### src/rtl/dcache_pkg.sv
// Shared types, geometry constants and helpers for the direct-mapped data cache.
package dcache_pkg;

    localparam int ADDR_WIDTH    = 8;
    localparam int INDEX_BITS    = 3;
    localparam int OFFSET_BITS   = 2;
    localparam int TAG_BITS      = ADDR_WIDTH - INDEX_BITS - OFFSET_BITS;
    localparam int NUM_SETS      = 1 << INDEX_BITS;
    localparam int BLOCK_BITS    = 32;
    localparam int MEM_ADDR_BITS = TAG_BITS + INDEX_BITS;

    typedef enum logic [1:0] {
        IDLE,
        WRITE_BACK,
        MEM_READ,
        UPDATE
    } state_t;

    // Byte k of a block lives at bits [8k+7:8k].
    function automatic logic [7:0] get_byte(input logic [BLOCK_BITS-1:0] block,
                                            input logic [OFFSET_BITS-1:0] k);
        logic [7:0] result;
        case (k)
            2'd0:    result = block[7:0];
            2'd1:    result = block[15:8];
            2'd2:    result = block[23:16];
            default: result = block[31:24];
        endcase
        return result;
    endfunction

endpackage

### src/rtl/dcache_if.sv
// CPU-side and memory-side signals of the data cache. The slave modport is the
// cache's view (it serves the CPU and initiates memory blocks); the master
// modport is the environment's view (CPU plus block memory).
interface dcache_if;

    logic                                   read;
    logic                                   write;
    logic [dcache_pkg::ADDR_WIDTH-1:0]      address;
    logic [7:0]                             writedata;
    logic [7:0]                             readdata;
    logic                                   busywait;
    logic                                   mem_read;
    logic                                   mem_write;
    logic [dcache_pkg::MEM_ADDR_BITS-1:0]   mem_address;
    logic [dcache_pkg::BLOCK_BITS-1:0]      mem_writedata;
    logic [dcache_pkg::BLOCK_BITS-1:0]      mem_readdata;
    logic                                   mem_busywait;

    modport slave (
        input  read, write, address, writedata, mem_readdata, mem_busywait,
        output readdata, busywait, mem_read, mem_write, mem_address, mem_writedata
    );

    modport master (
        output read, write, address, writedata, mem_readdata, mem_busywait,
        input  readdata, busywait, mem_read, mem_write, mem_address, mem_writedata
    );

endinterface

### src/rtl/dcache_array.sv
// Per-set valid/dirty/tag/data storage with combinational read of one set,
// a CPU byte-write port and a whole-block fill port.
module dcache_array
    import dcache_pkg::*;
(
    input  logic                   clock,
    input  logic                   reset,
    input  logic [INDEX_BITS-1:0]  index,
    output logic                   valid,
    output logic                   dirty,
    output logic [TAG_BITS-1:0]    tag,
    output logic [BLOCK_BITS-1:0]  data,
    input  logic                   byte_we,
    input  logic [OFFSET_BITS-1:0] byte_offset,
    input  logic [7:0]             byte_data,
    input  logic                   fill_we,
    input  logic [TAG_BITS-1:0]    fill_tag,
    input  logic [BLOCK_BITS-1:0]  fill_data
);

    logic [NUM_SETS-1:0]   valid_bits;
    logic [NUM_SETS-1:0]   dirty_bits;
    logic [TAG_BITS-1:0]   tag_mem  [NUM_SETS];
    logic [BLOCK_BITS-1:0] data_mem [NUM_SETS];

    // Status bits: cleared by reset, a fill makes the set clean, a store makes it dirty.
    always_ff @(posedge clock or negedge reset) begin
        if (!reset) begin
            valid_bits <= '0;
            dirty_bits <= '0;
        end else if (fill_we) begin
            valid_bits[index] <= 1'b1;
            dirty_bits[index] <= 1'b0;
        end else if (byte_we) begin
            dirty_bits[index] <= 1'b1;
        end
    end

    // Tag and data payload need no reset; they are meaningless while valid is 0.
    always_ff @(posedge clock) begin
        if (fill_we) begin
            tag_mem[index]  <= fill_tag;
            data_mem[index] <= fill_data;
        end else if (byte_we) begin
            for (int k = 0; k < 4; k++) begin
                if (byte_offset == k[OFFSET_BITS-1:0]) begin
                    data_mem[index][8*k +: 8] <= byte_data;
                end
            end
        end
    end

    assign valid = valid_bits[index];
    assign dirty = dirty_bits[index];
    assign tag   = tag_mem[index];
    assign data  = data_mem[index];

endmodule

### src/rtl/dcache_controller.sv
// Direct-mapped, write-back, write-allocate data cache controller: hit logic,
// CPU stall generation and the miss/write-back state machine.
module dcache_controller
    import dcache_pkg::*;
(
    input  logic   clock,
    input  logic   reset,
    dcache_if.slave bus
);

    logic [TAG_BITS-1:0]    addr_tag;
    logic [INDEX_BITS-1:0]  addr_index;
    logic [OFFSET_BITS-1:0] addr_offset;
    logic                   line_valid;
    logic                   line_dirty;
    logic [TAG_BITS-1:0]    line_tag;
    logic [BLOCK_BITS-1:0]  line_data;
    logic                   access;
    logic                   hit;
    logic                   byte_we;
    logic                   fill_we;
    state_t                 state;
    logic                   mem_read_q;
    logic                   mem_write_q;
    logic [MEM_ADDR_BITS-1:0] mem_address_q;
    logic [BLOCK_BITS-1:0]  mem_writedata_q;

    assign addr_tag    = bus.address[ADDR_WIDTH-1 -: TAG_BITS];
    assign addr_index  = bus.address[OFFSET_BITS +: INDEX_BITS];
    assign addr_offset = bus.address[OFFSET_BITS-1:0];

    // A simultaneous read and write is not an access at all.
    assign access  = bus.read ^ bus.write;
    assign hit     = line_valid && (line_tag == addr_tag);
    assign byte_we = (state == IDLE) && bus.write && !bus.read && hit;
    assign fill_we = (state == UPDATE);

    // Reset gates the stall so an aborted transaction releases the CPU at once.
    assign bus.busywait = reset && access && ((state != IDLE) || !hit);
    assign bus.readdata = (reset && (state == IDLE) && bus.read && !bus.write && hit)
                          ? get_byte(line_data, addr_offset) : 8'h00;

    assign bus.mem_read      = mem_read_q;
    assign bus.mem_write     = mem_write_q;
    assign bus.mem_address   = mem_address_q;
    assign bus.mem_writedata = mem_writedata_q;

    dcache_array u_array (
        .clock       (clock),
        .reset       (reset),
        .index       (addr_index),
        .valid       (line_valid),
        .dirty       (line_dirty),
        .tag         (line_tag),
        .data        (line_data),
        .byte_we     (byte_we),
        .byte_offset (addr_offset),
        .byte_data   (bus.writedata),
        .fill_we     (fill_we),
        .fill_tag    (addr_tag),
        .fill_data   (bus.mem_readdata)
    );

    // Miss FSM with registered memory-side outputs; requests drop on the edge that sees memory finish.
    always_ff @(posedge clock or negedge reset) begin
        if (!reset) begin
            state           <= IDLE;
            mem_read_q      <= 1'b0;
            mem_write_q     <= 1'b0;
            mem_address_q   <= '0;
            mem_writedata_q <= '0;
        end else begin
            case (state)
                IDLE: begin
                    if (access && !hit) begin
                        if (line_valid && line_dirty) begin
                            state           <= WRITE_BACK;
                            mem_write_q     <= 1'b1;
                            mem_address_q   <= {line_tag, addr_index};
                            mem_writedata_q <= line_data;
                        end else begin
                            state         <= MEM_READ;
                            mem_read_q    <= 1'b1;
                            mem_address_q <= {addr_tag, addr_index};
                        end
                    end
                end
                WRITE_BACK: begin
                    if (!bus.mem_busywait) begin
                        state           <= MEM_READ;
                        mem_write_q     <= 1'b0;
                        mem_read_q      <= 1'b1;
                        mem_address_q   <= {addr_tag, addr_index};
                        mem_writedata_q <= '0;
                    end
                end
                MEM_READ: begin
                    if (!bus.mem_busywait) begin
                        state         <= UPDATE;
                        mem_read_q    <= 1'b0;
                        mem_address_q <= '0;
                    end
                end
                default: begin
                    state <= IDLE;
                end
            endcase
        end
    end

endmodule

### src/flat_wrapper.sv
// flat-port wrapper written by rule: the top's interface ports become plain ports
module dcache_controller_flat import dcache_pkg::*;
  (clock, reset, bus_read, bus_write, bus_address, bus_writedata, bus_mem_readdata, bus_mem_busywait, bus_readdata, bus_busywait, bus_mem_read, bus_mem_write, bus_mem_address, bus_mem_writedata);
  dcache_if bus_i ();
  input  logic clock;
  input  logic reset;
  input wire logic [$bits(bus_i.read)-1:0] bus_read;
  input wire logic [$bits(bus_i.write)-1:0] bus_write;
  input wire logic [$bits(bus_i.address)-1:0] bus_address;
  input wire logic [$bits(bus_i.writedata)-1:0] bus_writedata;
  input wire logic [$bits(bus_i.mem_readdata)-1:0] bus_mem_readdata;
  input wire logic [$bits(bus_i.mem_busywait)-1:0] bus_mem_busywait;
  output wire logic [$bits(bus_i.readdata)-1:0] bus_readdata;
  output wire logic [$bits(bus_i.busywait)-1:0] bus_busywait;
  output wire logic [$bits(bus_i.mem_read)-1:0] bus_mem_read;
  output wire logic [$bits(bus_i.mem_write)-1:0] bus_mem_write;
  output wire logic [$bits(bus_i.mem_address)-1:0] bus_mem_address;
  output wire logic [$bits(bus_i.mem_writedata)-1:0] bus_mem_writedata;
  assign bus_i.read = bus_read;
  assign bus_i.write = bus_write;
  assign bus_i.address = bus_address;
  assign bus_i.writedata = bus_writedata;
  assign bus_i.mem_readdata = bus_mem_readdata;
  assign bus_i.mem_busywait = bus_mem_busywait;
  assign bus_readdata = bus_i.readdata;
  assign bus_busywait = bus_i.busywait;
  assign bus_mem_read = bus_i.mem_read;
  assign bus_mem_write = bus_i.mem_write;
  assign bus_mem_address = bus_i.mem_address;
  assign bus_mem_writedata = bus_i.mem_writedata;
  dcache_controller u_core (.clock(clock), .reset(reset), .bus(bus_i));
endmodule
### config.mk
export PLATFORM = sky130hd
export DESIGN_NAME = dcache_controller_flat
export DESIGN_NICKNAME = d
export VERILOG_FILES = /design/src/rtl/dcache_pkg.sv /design/src/rtl/dcache_if.sv /design/src/rtl/dcache_array.sv /design/src/rtl/dcache_controller.sv /design/src/flat_wrapper.sv
export SDC_FILE = /design/constraint.sdc
export NUM_CORES = 1
export LEC_CHECK = 0
export CORE_UTILIZATION = 50
export CTS_CLUSTER_SIZE = 10
export DETAILED_ROUTE_END_ITERATION = 12
export GPL_TIMING_DRIVEN = 0
export HOLD_SLACK_MARGIN = 0.08
export PLACE_DENSITY = 0.7
export RECOVER_POWER = 25
export SYNTH_ARGS = -nofsm -noshare
export SYNTH_HDL_FRONTEND = slang
export SYNTH_SLANG_ARGS = --single-unit
export TNS_END_PERCENT = 10
### constraint.sdc
create_clock -name clock -period 3.9 [get_ports clock]
set_clock_uncertainty 0.1 [all_clocks]
set_input_delay 0.39 -clock clock [delete_from_list [all_inputs] [get_ports clock]]
set_output_delay 0.39 -clock clock [all_outputs]
set_load 0.005 [all_outputs]
==> results.ini <==
[global_routing]
grt_pass1_wl_mm = 58.69
grt_max_degree = 37
grt_pass1_vias = 9001
grt_overflow = 0
grt_usage_pct = 28.48
antenna_found_initial = 0

[setup_path]
worstPathArrival_ns = 3.39
crit_top_cell = buf_4
path_class = in -> out
cp_slowest_cell = clkdlybuf4s50_1
slowest_delay_ns = 0.54
end_kind = output port
cp_cell_sequence = buf_2, buf_4, clkbuf_4, buf_6, buf_4, nand2_1, inv_1, a222oi_1, buf_4, o21ai_0, nand2_1, a21oi_1, clkdlybuf4s50_1
cp_max_fo = 10
start_kind = primary input
cp.required_ns = 3.41

[cts]
cts_tree = built
cts-htree-levels = 2
insertion_delay_ns = 0.54
cts_buffers = 40
root_buffer = clkbuf_16
clkTransAtPathRegs_ns = 0.05
clock_path_buffers = 3
cts_sinks = 338

[pwr]
pwr-share-comb_pct = 20.0
p_per_area_mw_per_mm2 = 565.4
p_leak_uw = 0.006047
p_seq_share_pct = 45.9
swShare_pct = 27.14
p_total_uw = 9702
clockPowerShare_pct = 34.1
internal_power_uw = 7069
p_sw_uw = 2633
vdd_drop_max_mv = 0.2590

[timing]
period_share_pct = 99.36
tightest_slew_ns = 1.095
drv_slew = 0
fmax_mhz = 258.0
setup_violations = 0
grt_setup_unrepaired = true
finalHoldViolCount = 0
min_period_ns = 3.875
max_slew_margin_pct = 26.75

[detailed_routing]
initialDrtViolationCount = 1369
wl_per_cell_um = 27.86
ant_nets = 0
drt_wl_total_mm = 40.49
firstDrtPassIters = 9
via_per_inst = 6.342
vias = 9215
drc_errors = 0

[synth]
syn_area_per_cell_um2 = 15.73
synth_cells = 907
synth-compound-area-share_pct = 9.481
ys_top_cells_by_area = edfxtp_1 59%, dfrtp_1 10%, mux4_2 5.1%
synthMuxAreaShare_pct = 13.27
synth_top_area_share_pct = 58.94
yosys_warnings = 0
synth-main-ff-cell = edfxtp_1
yosys.area.top_type = edfxtp_1
synthAdderAreaFrac_pct = 0.4385
yosys.area_share.simple_pct = 5.087
ys_ff_latch = 338
ys_async_sr_fraction_pct = 17.16
synth_nets = 965
synth_edf_count = 280
synthesis.area_mm2 = 0.01427
synth_cell_types = 57
synth_top_family_by_area = multiplexers
synth-seq-area-share_pct = 69.11
synthXorXnorAreaFrac_pct = 0.2456

[die]
die_x_um = 170.9
num_rows = 61
fp.dieH_um = 170.9
dieArea_mm2 = 0.02921
floorplan.initialDensity_pct = 51.07
io_pins = 102
core_mm2 = 0.02793

[final_layout]
drive_gt1_share_pct = 19.35
diodes = 0
layout_commonest_cell = edfxtp_1
mostFrequentLayoutCells = 280 x edfxtp_1, 66 x nor2_1, 58 x dfrtp_1
areaGrowthSynthToFinish_pct = 20.29
fin_util_pct = 61.43
final_nets = 1118

[min_path]
hold_path.class = in -> reg

[placed_design]
dp_hpwl_mm = 27.60
portBuffers = 99
place.gp.congestion = 0.8910

[flow_run]
maxCapViolations = 0

[status]
status = complete, no violations

final cells by class:
class | instances | area [um^2]
Clock buffer | 55 | 1100
Fill cell | 2106 | 10770
Buffer | 60 | 369.1
Multi-Input combinational cell | 493 | 4178
Clock inverter | 2 | 25.02
Sequential cell | 338 | 9859
Inverter | 15 | 56.30
Timing Repair Buffer | 112 | 1100
Tap cell | 378 | 473.0
path summary, 6_finish.rpt:
kind	from	endpoint	slack, ns	depth (start not counted)
min	bus_address[2]	u_core.u_array.valid_bits[2]	0.27	4
min reg2reg	u_core.u_array.valid_bits[0]	u_core.u_array.valid_bits[0]	0.37	1
min in group asynchronous	reset	asynchronous set/reset pin	0.31	2
max in group asynchronous	reset	u_core.bus.mem_writedata[0]	2.79	3
max reg2reg	u_core.u_array.tag_mem[1][0]	u_core.u_array.data_mem[2][17]	0.33	9
max	bus_address[4]	bus_readdata[0]	0.02	13
cell usage after synthesis (4+ instances only):
| master | instances |
|---|---|
| a211oi_1 | 5 |
| a21oi_1 | 24 |
| a221oi_1 | 19 |
| a22o_1 | 13 |
| a22oi_1 | 15 |
| buf_1 | 7 |
| buf_2 | 11 |
| clkbuf_1 | 38 |
| dfrtp_1 | 58 |
| edfxtp_1 | 280 |
| ha_1 | 5 |
| inv_1 | 14 |
| mux2_2 | 49 |
| mux2_4 | 8 |
| mux2i_1 | 50 |
| mux4_2 | 32 |
| nand2_1 | 30 |
| nand2b_1 | 15 |
| nand3_1 | 8 |
| nor2_1 | 72 |
| nor2b_1 | 7 |
| o211ai_1 | 4 |
| o21ai_0 | 42 |
| o22ai_1 | 10 |
| o31ai_1 | 6 |
| o41ai_1 | 33 |
| or3_1 | 4 |
metal layers:
metal	GRT usage, %	part of all wire, %	up-vias
met3	6.153	11	106
met1	39.60	40	4647
li1	-	-	3892
met2	43.16	45	570
met5	0	0	-
met4	12.97	4.3	0
state kept, by name, indices dropped and copies added, names as in the netlist, named ones only:
| register | flops |
|---|---|
| u_core.u_array.valid_bits | 8 |
| u_core.bus.mem_read | 1 |
| u_core.bus.mem_write | 1 |
| u_core.bus.mem_address | 6 |
| u_core.u_array.data_mem | 256 |
| u_core.bus.mem_writedata | 32 |
| u_core.state | 2 |
| u_core.u_array.tag_mem | 24 |
worst max-delay path: cells and delay by family:
family	cells	cell delay [ns]
AO/OA/AOI/OAI	3	0.54
buffers and inverters	8	2.10
AND/OR/NAND/NOR	2	0.33
power groups by stage:
stage / sequential (uW) / combinational [uW] / clock [uW]
floorplan: 4500 / 1070 / 0
global placement: 4510 / 1900 / 0
detailed placement: 4530 / 1940 / 0
CTS: 4460 / 1990 / 3320
global route: 4490 / 2100 / 3470
finish: 4450 / 1940 / 3310
metrics by stage:
step	TNS [ns]	hold WS (ns)	cell area, um^2	worst slack, ns	instances
after global routing	-0.03977	0.3064	17160	-0.03977	1453
after detailed placement	-279.26	0.3278	15760	-1.479	1386
after CTS	0	0.2694	17160	0.04560	1454
after floorplan	0	-0.005591	14270	0.7129	907
final	0	0.2740	17160	0.02477	1453
after global placement	-265.57	0.3482	15730	-1.439	1384
cells by family (layout without fill, tap and decap cells):
logic type / Yosys count / after routing
compound gates: 189 / 189
fa+ha+maj: 5 / 5
xor+xnor: 4 / 4
simple gates: 156 / 156
mux: 139 / 139
flops: 338 / 338
buf+inv: 76 / 244
what timing repair did:
item,CTS,global route
resized for setup,68,8
endpoints found under the hold margin,23,0
buffers inserted,10,0
hold buffers,1,0
pin swaps,4,1
endpoints found under the setup margin,265,8
(Power assumes the default switching activity.)
